--- config.mk ---
export PLATFORM = sky130hd
export DESIGN_NAME = riscv_pipeline_control
export DESIGN_NICKNAME = d
export VERILOG_FILES = /design/src/rtl/riscv_pipeline_control_pkg.sv /design/src/rtl/riscv_mdu_sequencer.sv /design/src/rtl/riscv_pipeline_control.sv
export SDC_FILE = /design/constraint.sdc
export NUM_CORES = 1
export LEC_CHECK = 0
export ABC_CLOCK_PERIOD_IN_PS = 3070
export CAP_MARGIN = 0
export CORE_MARGIN = 3
export CORE_UTILIZATION = 52
export DETAILED_ROUTE_END_ITERATION = 16
export PLACE_DENSITY = 0.88
export SKIP_CTS_REPAIR_TIMING = 1
export SLEW_MARGIN = 15
export SYNTH_ARGS = -nofsm -noshare
export SYNTH_HDL_FRONTEND = slang
export SYNTH_SLANG_ARGS = --single-unit
--- constraint.sdc ---
create_clock -name i_clk -period 3.07 [get_ports i_clk]
set_input_delay 0.614 -clock i_clk [delete_from_list [all_inputs] [get_ports i_clk]]
set_output_delay 0.614 -clock i_clk [all_outputs]
set_load 0.01 [all_outputs]
--- src/rtl/riscv_pipeline_control_pkg.sv ---
// Shared types and helpers for the RV32 pipeline stall/flush sequencer.
// Holds the MUL/DIV sequencer state encoding, the hazard priority codes,
// and the table that maps a winning hazard onto the pipeline-register controls.
package riscv_pipeline_control_pkg;

  // MUL/DIV sequencer states
  typedef enum logic [1:0] {
    MDU_IDLE  = 2'd0,
    MDU_START = 2'd1,
    MDU_BUSY  = 2'd2,
    MDU_DONE  = 2'd3
  } mdu_state_e;

  // Hazard classes; a larger code wins when several are present at once
  typedef enum logic [2:0] {
    HZ_NONE     = 3'd0,
    HZ_LOAD_USE = 3'd1,
    HZ_BRANCH   = 3'd2,
    HZ_MDU      = 3'd3,
    HZ_DMEM     = 3'd4
  } hazard_e;

  // Enable/flush controls for the PC and the four pipeline registers
  typedef struct packed {
    logic pc_en;
    logic ifid_en;
    logic ifid_flush;
    logic idex_en;
    logic idex_flush;
    logic exmem_en;
    logic exmem_flush;
    logic memwb_en;
  } pipe_ctrl_t;

  // The ID instruction needs a register that the load in EX has not produced yet.
  // x0 is never a real dependency.
  function automatic logic load_use_hit(
    input logic [4:0] id_rs1,
    input logic [4:0] id_rs2,
    input logic       id_rs1_used,
    input logic       id_rs2_used,
    input logic [4:0] ex_rd,
    input logic       ex_load
  );
    return ex_load && (ex_rd != 5'd0) &&
           ((id_rs1_used && (id_rs1 == ex_rd)) || (id_rs2_used && (id_rs2 == ex_rd)));
  endfunction

  // Pipeline controls for the winning hazard; a bubble is an enable plus flush pair
  function automatic pipe_ctrl_t hazard_ctrl(input hazard_e hz);
    pipe_ctrl_t c;
    c = '{pc_en: 1'b1, ifid_en: 1'b1, ifid_flush: 1'b0, idex_en: 1'b1,
          idex_flush: 1'b0, exmem_en: 1'b1, exmem_flush: 1'b0, memwb_en: 1'b1};
    case (hz)
      HZ_DMEM: c = '0;
      HZ_MDU: begin
        c.pc_en       = 1'b0;
        c.ifid_en     = 1'b0;
        c.idex_en     = 1'b0;
        c.exmem_flush = 1'b1;
      end
      HZ_BRANCH: begin
        c.ifid_flush = 1'b1;
        c.idex_flush = 1'b1;
      end
      HZ_LOAD_USE: begin
        c.pc_en      = 1'b0;
        c.ifid_en    = 1'b0;
        c.idex_flush = 1'b1;
      end
      default: ;
    endcase
    return c;
  endfunction

endpackage

--- src/rtl/riscv_mdu_sequencer.sv ---
// MUL/DIV sequencer: launches the MDU for the instruction in EX, holds EX
// while it runs, and forces completion if the unit never answers.
module riscv_mdu_sequencer #(
  parameter int unsigned MDU_TIMEOUT = 64
) (
  input  logic i_clk,
  input  logic i_rstn,
  input  logic i_ex_mdu_req,
  input  logic i_mdu_done,
  input  logic i_dmem_stall,
  output logic o_mdu_start,
  output logic o_mdu_err,
  output logic o_mdu_hold
);
  import riscv_pipeline_control_pkg::*;

  // Counter only has to reach MDU_TIMEOUT-1; it is unused when the guard is off
  localparam int TW = (MDU_TIMEOUT > 1) ? $clog2(MDU_TIMEOUT) : 1;
  localparam logic [TW-1:0] TMO_LAST = TW'(MDU_TIMEOUT - 1);

  mdu_state_e    state_reg, state_next;
  logic [TW-1:0] timer_reg, timer_next;
  logic          start_reg, start_next;
  logic          err_reg, err_next;

  // State, timeout counter and the registered start/err pulses
  always_ff @(posedge i_clk or negedge i_rstn) begin
    if (!i_rstn) begin
      state_reg <= MDU_IDLE;
      timer_reg <= '0;
      start_reg <= 1'b0;
      err_reg   <= 1'b0;
    end else begin
      state_reg <= state_next;
      timer_reg <= timer_next;
      start_reg <= start_next;
      err_reg   <= err_next;
    end
  end

  // Next state; a data-memory stall freezes everything except BUSY seeing done
  always_comb begin
    state_next = state_reg;
    timer_next = timer_reg;
    start_next = 1'b0;
    err_next   = 1'b0;
    case (state_reg)
      MDU_IDLE: begin
        if (i_ex_mdu_req && !i_dmem_stall) begin
          state_next = MDU_START;
          start_next = 1'b1;
        end
      end
      MDU_START: begin
        if (!i_dmem_stall) begin
          state_next = MDU_BUSY;
          timer_next = '0;
        end
      end
      MDU_BUSY: begin
        if (i_mdu_done) begin
          state_next = MDU_DONE;
        end else if (!i_dmem_stall) begin
          if ((MDU_TIMEOUT != 0) && (timer_reg == TMO_LAST)) begin
            err_next   = 1'b1;
            state_next = MDU_DONE;
          end else begin
            timer_next = timer_reg + 1'b1;
          end
        end
      end
      MDU_DONE: begin
        // EX advances here, so the next request belongs to a new instruction
        if (!i_dmem_stall) state_next = MDU_IDLE;
      end
      default: state_next = MDU_IDLE;
    endcase
  end

  assign o_mdu_start = start_reg;
  assign o_mdu_err   = err_reg;
  assign o_mdu_hold  = (state_reg == MDU_START) || (state_reg == MDU_BUSY);

endmodule

--- src/rtl/riscv_pipeline_control.sv ---
// Central stall/flush sequencer for the 5-stage RV32 pipeline.
// Resolves data-memory waits, MUL/DIV occupancy, redirects and load-use
// hazards into PC and pipeline-register enables/flushes, and counts stalls.
module riscv_pipeline_control #(
  parameter int unsigned MDU_TIMEOUT = 64,
  parameter int          CNT_W       = 32
) (
  input  logic             i_clk,
  input  logic             i_rstn,
  input  logic [4:0]       i_id_rs1,
  input  logic [4:0]       i_id_rs2,
  input  logic             i_id_rs1_used,
  input  logic             i_id_rs2_used,
  input  logic [4:0]       i_ex_rd,
  input  logic             i_ex_load,
  input  logic             i_ex_br_taken,
  input  logic             i_ex_mdu_req,
  input  logic             i_mdu_done,
  input  logic             i_dmem_stall,
  output logic             o_pc_en,
  output logic             o_ifid_en,
  output logic             o_ifid_flush,
  output logic             o_idex_en,
  output logic             o_idex_flush,
  output logic             o_exmem_en,
  output logic             o_exmem_flush,
  output logic             o_memwb_en,
  output logic             o_mdu_start,
  output logic             o_mdu_err,
  output logic [CNT_W-1:0] o_stall_cnt
);
  import riscv_pipeline_control_pkg::*;

  logic             mdu_hold;
  logic             load_use;
  hazard_e          hazard;
  pipe_ctrl_t       ctrl;
  logic [CNT_W-1:0] stall_cnt_reg;

  riscv_mdu_sequencer #(
    .MDU_TIMEOUT (MDU_TIMEOUT)
  ) u_mdu_seq (
    .i_clk        (i_clk),
    .i_rstn       (i_rstn),
    .i_ex_mdu_req (i_ex_mdu_req),
    .i_mdu_done   (i_mdu_done),
    .i_dmem_stall (i_dmem_stall),
    .o_mdu_start  (o_mdu_start),
    .o_mdu_err    (o_mdu_err),
    .o_mdu_hold   (mdu_hold)
  );

  assign load_use = load_use_hit(i_id_rs1, i_id_rs2, i_id_rs1_used, i_id_rs2_used,
                                 i_ex_rd, i_ex_load);

  // Pick the highest-priority hazard; a redirect beats load-use because the
  // dependent instruction is on the wrong path, and is moot while EX holds an MDU op
  always_comb begin
    hazard = HZ_NONE;
    if (i_dmem_stall)       hazard = HZ_DMEM;
    else if (mdu_hold)      hazard = HZ_MDU;
    else if (i_ex_br_taken) hazard = HZ_BRANCH;
    else if (load_use)      hazard = HZ_LOAD_USE;
  end

  // Controls are forced inactive while reset is asserted
  always_comb begin
    ctrl = '0;
    if (i_rstn) ctrl = hazard_ctrl(hazard);
  end

  assign o_pc_en       = ctrl.pc_en;
  assign o_ifid_en     = ctrl.ifid_en;
  assign o_ifid_flush  = ctrl.ifid_flush;
  assign o_idex_en     = ctrl.idex_en;
  assign o_idex_flush  = ctrl.idex_flush;
  assign o_exmem_en    = ctrl.exmem_en;
  assign o_exmem_flush = ctrl.exmem_flush;
  assign o_memwb_en    = ctrl.memwb_en;

  // Saturating count of cycles in which the PC did not advance
  always_ff @(posedge i_clk or negedge i_rstn) begin
    if (!i_rstn) begin
      stall_cnt_reg <= '0;
    end else if (!ctrl.pc_en && (stall_cnt_reg != {CNT_W{1'b1}})) begin
      stall_cnt_reg <= stall_cnt_reg + 1'b1;
    end
  end

  assign o_stall_cnt = stall_cnt_reg;

endmodule

== Yosys cells after proc, flatten, opt, wreduce, memory -nomap -nowiden ==
Index checks and enable logic that the tools add are counted.

* Register bits after elaboration: 42
* Input port bits: 24
* Output and inout bits: 42
* Word-level logic and storage cells: 73

* Add/sub/neg operators: 2
* Equality and inequality tests: 19
* Mux-type cells: 29
* Reductions and logical operators: 18

{| class="wikitable"
|+ Operators by type and width
! operator !! count
|-
| $add 32x1->32 const B || 1
|-
| $ne 32x32->1 const B || 1
|-
| $mux 6 || 4
|-
| $mux 2 || 9
|-
| $mux 1 || 12
|-
| $pmux 6 s2 || 1
|-
| $eq 5x5->1 || 2
|-
| $ne 2x2->1 const B || 5
|-
| $reduce_and 5->1 || 2
|-
| $mux 8 || 1
|-
| $pmux 2 s4 || 1
|-
| $add 6x1->6 const B || 1
|-
| $eq 3x2->1 const B || 2
|-
| $eq 6x6->1 const B || 1
|-
| $logic_and 1x1->1 || 6
|-
| $reduce_bool 5->1 || 1
|-
| $eq 2x2->1 const B || 2
|-
| $reduce_or 2->1 || 2
|-
| $eq 3x1->1 const B || 1
|-
| $eq 3x3->1 const B || 1
|-
| $mux 3 || 1
|-
| $ne 3x2->1 const B || 1
|-
| $ne 3x3->1 const B || 1
|-
| $reduce_or 3->1 || 1
|-
| 6 further kinds || 8
|}

== Logic depth before layout (Yosys ltp) ==
* Word-level depth: 14
* Mapped depth: 10
* Depth with buffers taken out: 8

== By module ==
A second synthesis with hierarchy kept.

* Cell total of the unflattened synthesis: 239
* Area total of the unflattened synthesis: 2481.1 um^2

{| class="wikitable"
|+ Modules (own cells, without submodules)
! module !! times used !! cells each !! area an instance (um^2) !! seq. area each (um^2)
|-
| riscv_pipeline_control || 1 || 176 || 1888.1 || 800.8
|-
| riscv_mdu_sequencer || 1 || 63 || 593.1 || 250.2
|}

== Worst setup path before layout ==
OpenSTA, ideal clock, no wires.

* Path kind: input-to-output
* Start point: in i_ex_rd[1]
* End point: out o_pc_en
* Data arrival time: 1868 ps
* Data required time: 2456 ps
* Path slack: 588 ps
* Stages on the path: 5
* Buffers on the path: 1
* Cells stage by stage: or4_1 o21ai_2 nor2_1 a21boi_1 buf_4

* Longest elaborated chain between the ends: 12
* Elaborated cells between the ends (all ways): 18
* Those cells by class: eq/ne: 5; mux: 6; reduce/logical: 7

{| class="wikitable"
|+ RTL lines
! what !! RTL line !! source
|-
| start: declaration || riscv_pipeline_control.sv:14 || <nowiki>input logic [4:0] i_ex_rd,</nowiki>
|-
| $eq 5x5->1 || riscv_pipeline_control_pkg.sv:46 || <nowiki>((id_rs1_used && (id_rs1 == ex_rd)) || (id_rs2_used && (id_rs2 == ex_rd)));</nowiki>
|-
| $logic_and 1x1->1 || riscv_pipeline_control_pkg.sv:46 ||
|-
| $logic_or 1x1->1 || riscv_pipeline_control_pkg.sv:46 ||
|-
| $logic_and 1x1->1 * || riscv_pipeline_control_pkg.sv:45 || <nowiki>return ex_load && (ex_rd != 5'd0) &&</nowiki>
|-
| $mux 1 * || riscv_pipeline_control.sv:63 || <nowiki>else if (load_use) hazard = HZ_LOAD_USE;</nowiki>
|-
| $mux 2 * || riscv_pipeline_control.sv:62 || <nowiki>else if (i_ex_br_taken) hazard = HZ_BRANCH;</nowiki>
|-
| $mux 2 * || riscv_pipeline_control.sv:61 || <nowiki>else if (mdu_hold) hazard = HZ_MDU;</nowiki>
|-
| $mux 3 * || riscv_pipeline_control.sv:60 || <nowiki>if (i_dmem_stall) hazard = HZ_DMEM;</nowiki>
|-
| $eq 3x1->1 (tied with other cells) || riscv_pipeline_control_pkg.sv:54 || <nowiki>case (hz)</nowiki>
|-
| $reduce_or 3->1 (no line) * || - ||
|-
| $mux 2 * || riscv_pipeline_control_pkg.sv:54 ||
|-
| $mux 8 * || riscv_pipeline_control.sv:69 || <nowiki>if (i_rstn) ctrl = hazard_ctrl(hazard);</nowiki>
|-
| end: declaration || riscv_pipeline_control.sv:20 || <nowiki>output logic o_pc_en,</nowiki>
|}

Mark *: on every way between the ends. The rest lies on a longest branch, timed or not.

== Final worst setup path ==
* Start point: in i_ex_rd[1]
* End point: out o_idex_flush

* Longest elaborated chain between the ends: 12
* Elaborated cells between the ends (all ways): 17
* Those cells by class: eq/ne: 4; mux: 6; reduce/logical: 7

{| class="wikitable"
|+ RTL lines
! what !! RTL line !! source
|-
| $eq 5x5->1 || riscv_pipeline_control_pkg.sv:46 ||
|-
| $logic_and 1x1->1 || riscv_pipeline_control_pkg.sv:46 ||
|-
| $logic_or 1x1->1 || riscv_pipeline_control_pkg.sv:46 ||
|-
| $logic_and 1x1->1 * || riscv_pipeline_control_pkg.sv:45 ||
|-
| $mux 1 * || riscv_pipeline_control.sv:63 ||
|-
| $mux 2 * || riscv_pipeline_control.sv:62 ||
|-
| $mux 2 * || riscv_pipeline_control.sv:61 ||
|-
| $mux 3 * || riscv_pipeline_control.sv:60 ||
|-
| $eq 3x1->1 or $eq 3x2->1 (tied branches) || riscv_pipeline_control_pkg.sv:54 ||
|-
| $reduce_or 2->1 (no line) * || - ||
|-
| $mux 1 * || riscv_pipeline_control_pkg.sv:54 ||
|-
| $mux 8 * || riscv_pipeline_control.sv:69 ||
|-
| end: declaration || riscv_pipeline_control.sv:24 || <nowiki>output logic o_idex_flush,</nowiki>
|}

Marked as above.

==> reports/metrics.yaml <==
critical_path:
  worstPathMaxFanout: 2
  crit_type: "in2out"
  cp_data_arrival_time_ns: 2.23
  worst_ep_required_time_ns: 2.46
  start_kind: "input port"
  end_kind: "primary output"
  r2r_slack_ns: 0.79
die:
  initial_core_util: 0.562
  die-area_sq_um: 5350
  die_x_um: 73.1
  core_sq_um: 4170
  die_h_um: 73.1
  rows: 23
  boundaryPins: 66
routing:
  wirelength_um: 5660
  drc: 0
  first_pass_iters: 4
  viasPerCell: 5.56
  vias: 2053
  antenna_left: 0
  drtIter0Drc: 139
  wl_per_cell_um: 15.3
clock_tree:
  cts.sinks: 42
  cts.path.max_buffers: 2
  cts_tree: "built"
  htree_levels: 2
  root_buffer: "clkbuf_8"
  clk_pin_slew_ns: 0.08
  cts_made_buffers: 5
  clock_latency_ns: 0.29
logic_synthesis:
  synthMuxAreaShare: 0.0139
  ys_seq_elements: 42
  synth.avg_cell_area_sq_um: 9.81
  async_flop_share: 1.00
  synth_fp_nets: 269
  yosysSeqAreaShare: 0.448
  syn_inst: 239
  synth-compound-area-share: 0.0582
  synth_warnings: 0
  ys.flop_type: "dfrtp_1"
  yosysUniqueCellTypes: 46
  synth_xor_area_frac: 0.153
  yosys.area.top_type: "dfrtp_1"
  synth_top_family_by_area: "simple AND/OR/NAND/NOR gates"
  syn_area_sq_um: 2340
  synthAdderAreaFrac: 0.0320
  synthSimpleGateAreaFrac: 0.261
  yosysTopAreaCellShare: 0.448
  synthTopCellsByArea: "dfrtp_1 45%, xor2_1 10%, xnor2_1 4.9%, nand2_1 3.7%, nor2_1 3.7%"
  synth_edf_count: 0
layout:
  drive_gt1_frac: 0.110
  stdcell_count: 369
  register_area_sq_um: 1050
  multi_input_area_sq_um: 1220
  n_antenna_cell: 0
  nFillCells: 289
  areaGrowthSynthToFinish_pct: 38.4
  fin_nets: 349
  largest_reg_flops: 32
power:
  p_leak_uw: 0.00153
  ir_drop_v: 0.000616
  powerDensity_nw_per_um2: 574
  power_uw: 1860
timing:
  worst_pin_slew_ns: 0.528
  period_needed_ns: 2.84
  fin_crit_sh: 0.926
  timing_max_transition_violations_final: 0
  hold_violations: 0
  setup_viol: 0
  fmax_mhz: 352
  finClkSkew_ns: 0.00395
  worst_slack_ns: 0.228
  holdWs_ns: 0.420
  rsz0062_at_grt: "false"
  maxSlewHeadroom: 0.648
  tns_ns: 0
min_path:
  hold_path.class: "in2async"
global_routing:
  overflow: 0
  grt_pass1_wl_um: 9330
  grt_max_degree: 43
  grt_usage: 0.222
  antenna_found_initial: 0
  first_global_vias: 2000
placed_design:
  post-place-cells: 359
  io_buffers: 65
  pre_cts_slack_ns: -0.278
  gp_congestion: 0.860
  place_hpwl_um: 4240
run:
  max-cap-violations: 0
status:
  run_status: "finished, final reports clean"
[through the flow]
step / utilization / area [sq um]
2_1_floorplan: - / 2340
3_3_place_gp: 0.741 / 3090
3_5_place_dp: 0.741 / 3090
4_1_cts: 0.768 / 3200
5_1_grt: 0.777 / 3240
6_report: 0.777 / 3240
[final timing paths]
kind,start,end,depth (start not counted)
max in group asynchronous,i_rstn,u_mdu_seq.timer_reg[4],2
setup / recovery,i_ex_rd[1],o_idex_flush,7
setup reg to reg,u_mdu_seq.state_reg[0],o_stall_cnt[23],9
hold / removal,i_rstn,o_stall_cnt[31],2
hold reg to reg,o_stall_cnt[9],o_stall_cnt[9],1
min in group i_clk,o_stall_cnt[9],o_stall_cnt[9],1
[cells by family (layout without fill, tap and decap cells)]
| kind of cell | after synthesis | after routing |
|---|---|---|
| flip-flops | 42 | 42 |
| AND/OR/NAND/NOR | 113 | 113 |
| adder cells (fa/ha/maj) | 6 | 6 |
| AO/OA/AOI/OAI | 21 | 21 |
| multiplexers | 3 | 3 |
| XOR/XNOR | 41 | 41 |
| buffers and inverters | 13 | 93 |
[synthesized netlist by cell type (3+ instances only)]
cell type and n:
dfrtp_1 42, xnor2_1 13, nor2_1 23, o21ai_0 8, inv_1 5, nand4_1 11, buf_4 3, xor2_1 28
nor2b_1 4, and2_1 3, and3_1 3, nor3_1 15, ha_1 6, nand3_1 13, nand2_1 23
[per-layer routing]
layer  track usage  up-vias  wire [um]
met1         0.289      995       2460
li1              -      988          -
met5             0        -          0
met3        0.0441        6        273
met2         0.360       64       2870
met4        0.0861        0         62
[cell type report]
class | instances | area share
flip-flops and latches | 42 | 0.324
multi-input cells | 184 | 0.378
clock buffers | 6 | 0.0255
well taps | 50 | 0.0193
inverters | 5 | 0.00579
clock inverters | 1 | 0.00926
repair buffers | 81 | 0.238
[cells in the final DEF (no fill, tap or decap), types with 2 or more instances in the layout]
master           count
and3_1               3
nor2b_1              4
buf_4               16
or3_1                2
dfrtp_1             42
and2_1               3
mux2_2               2
dlymetal6s2s_1       3
clkdlybuf4s50_1     61
xor2_1              28
o21ai_0              8
inv_1                5
nand4_1             11
and4_1               2
nor3b_1              2
nor3_1              15
clkbuf_8             6
nand2_1             23
ha_1                 6
nor2_1              23
xnor2_1             13
nor4_1               2
nand3_1             13
nor4_2               2
[worst max-delay path: stages]
cell and delay [ns]:
clkdlybuf4s50_1 0.43, or4_1 0.54, o21ai_2 0.15, buf_4 0.13, nor2b_1 0.04, o21a_1 0.15
dlymetal6s2s_1 0.17
[power breakdown]
part / internal (uW) / switching, uW
Combinational: 344 / 324
Sequential: 643 / 108
Clock: 260 / 183
Total: 1250 / 615
Power figures use the tool's default switching activity.
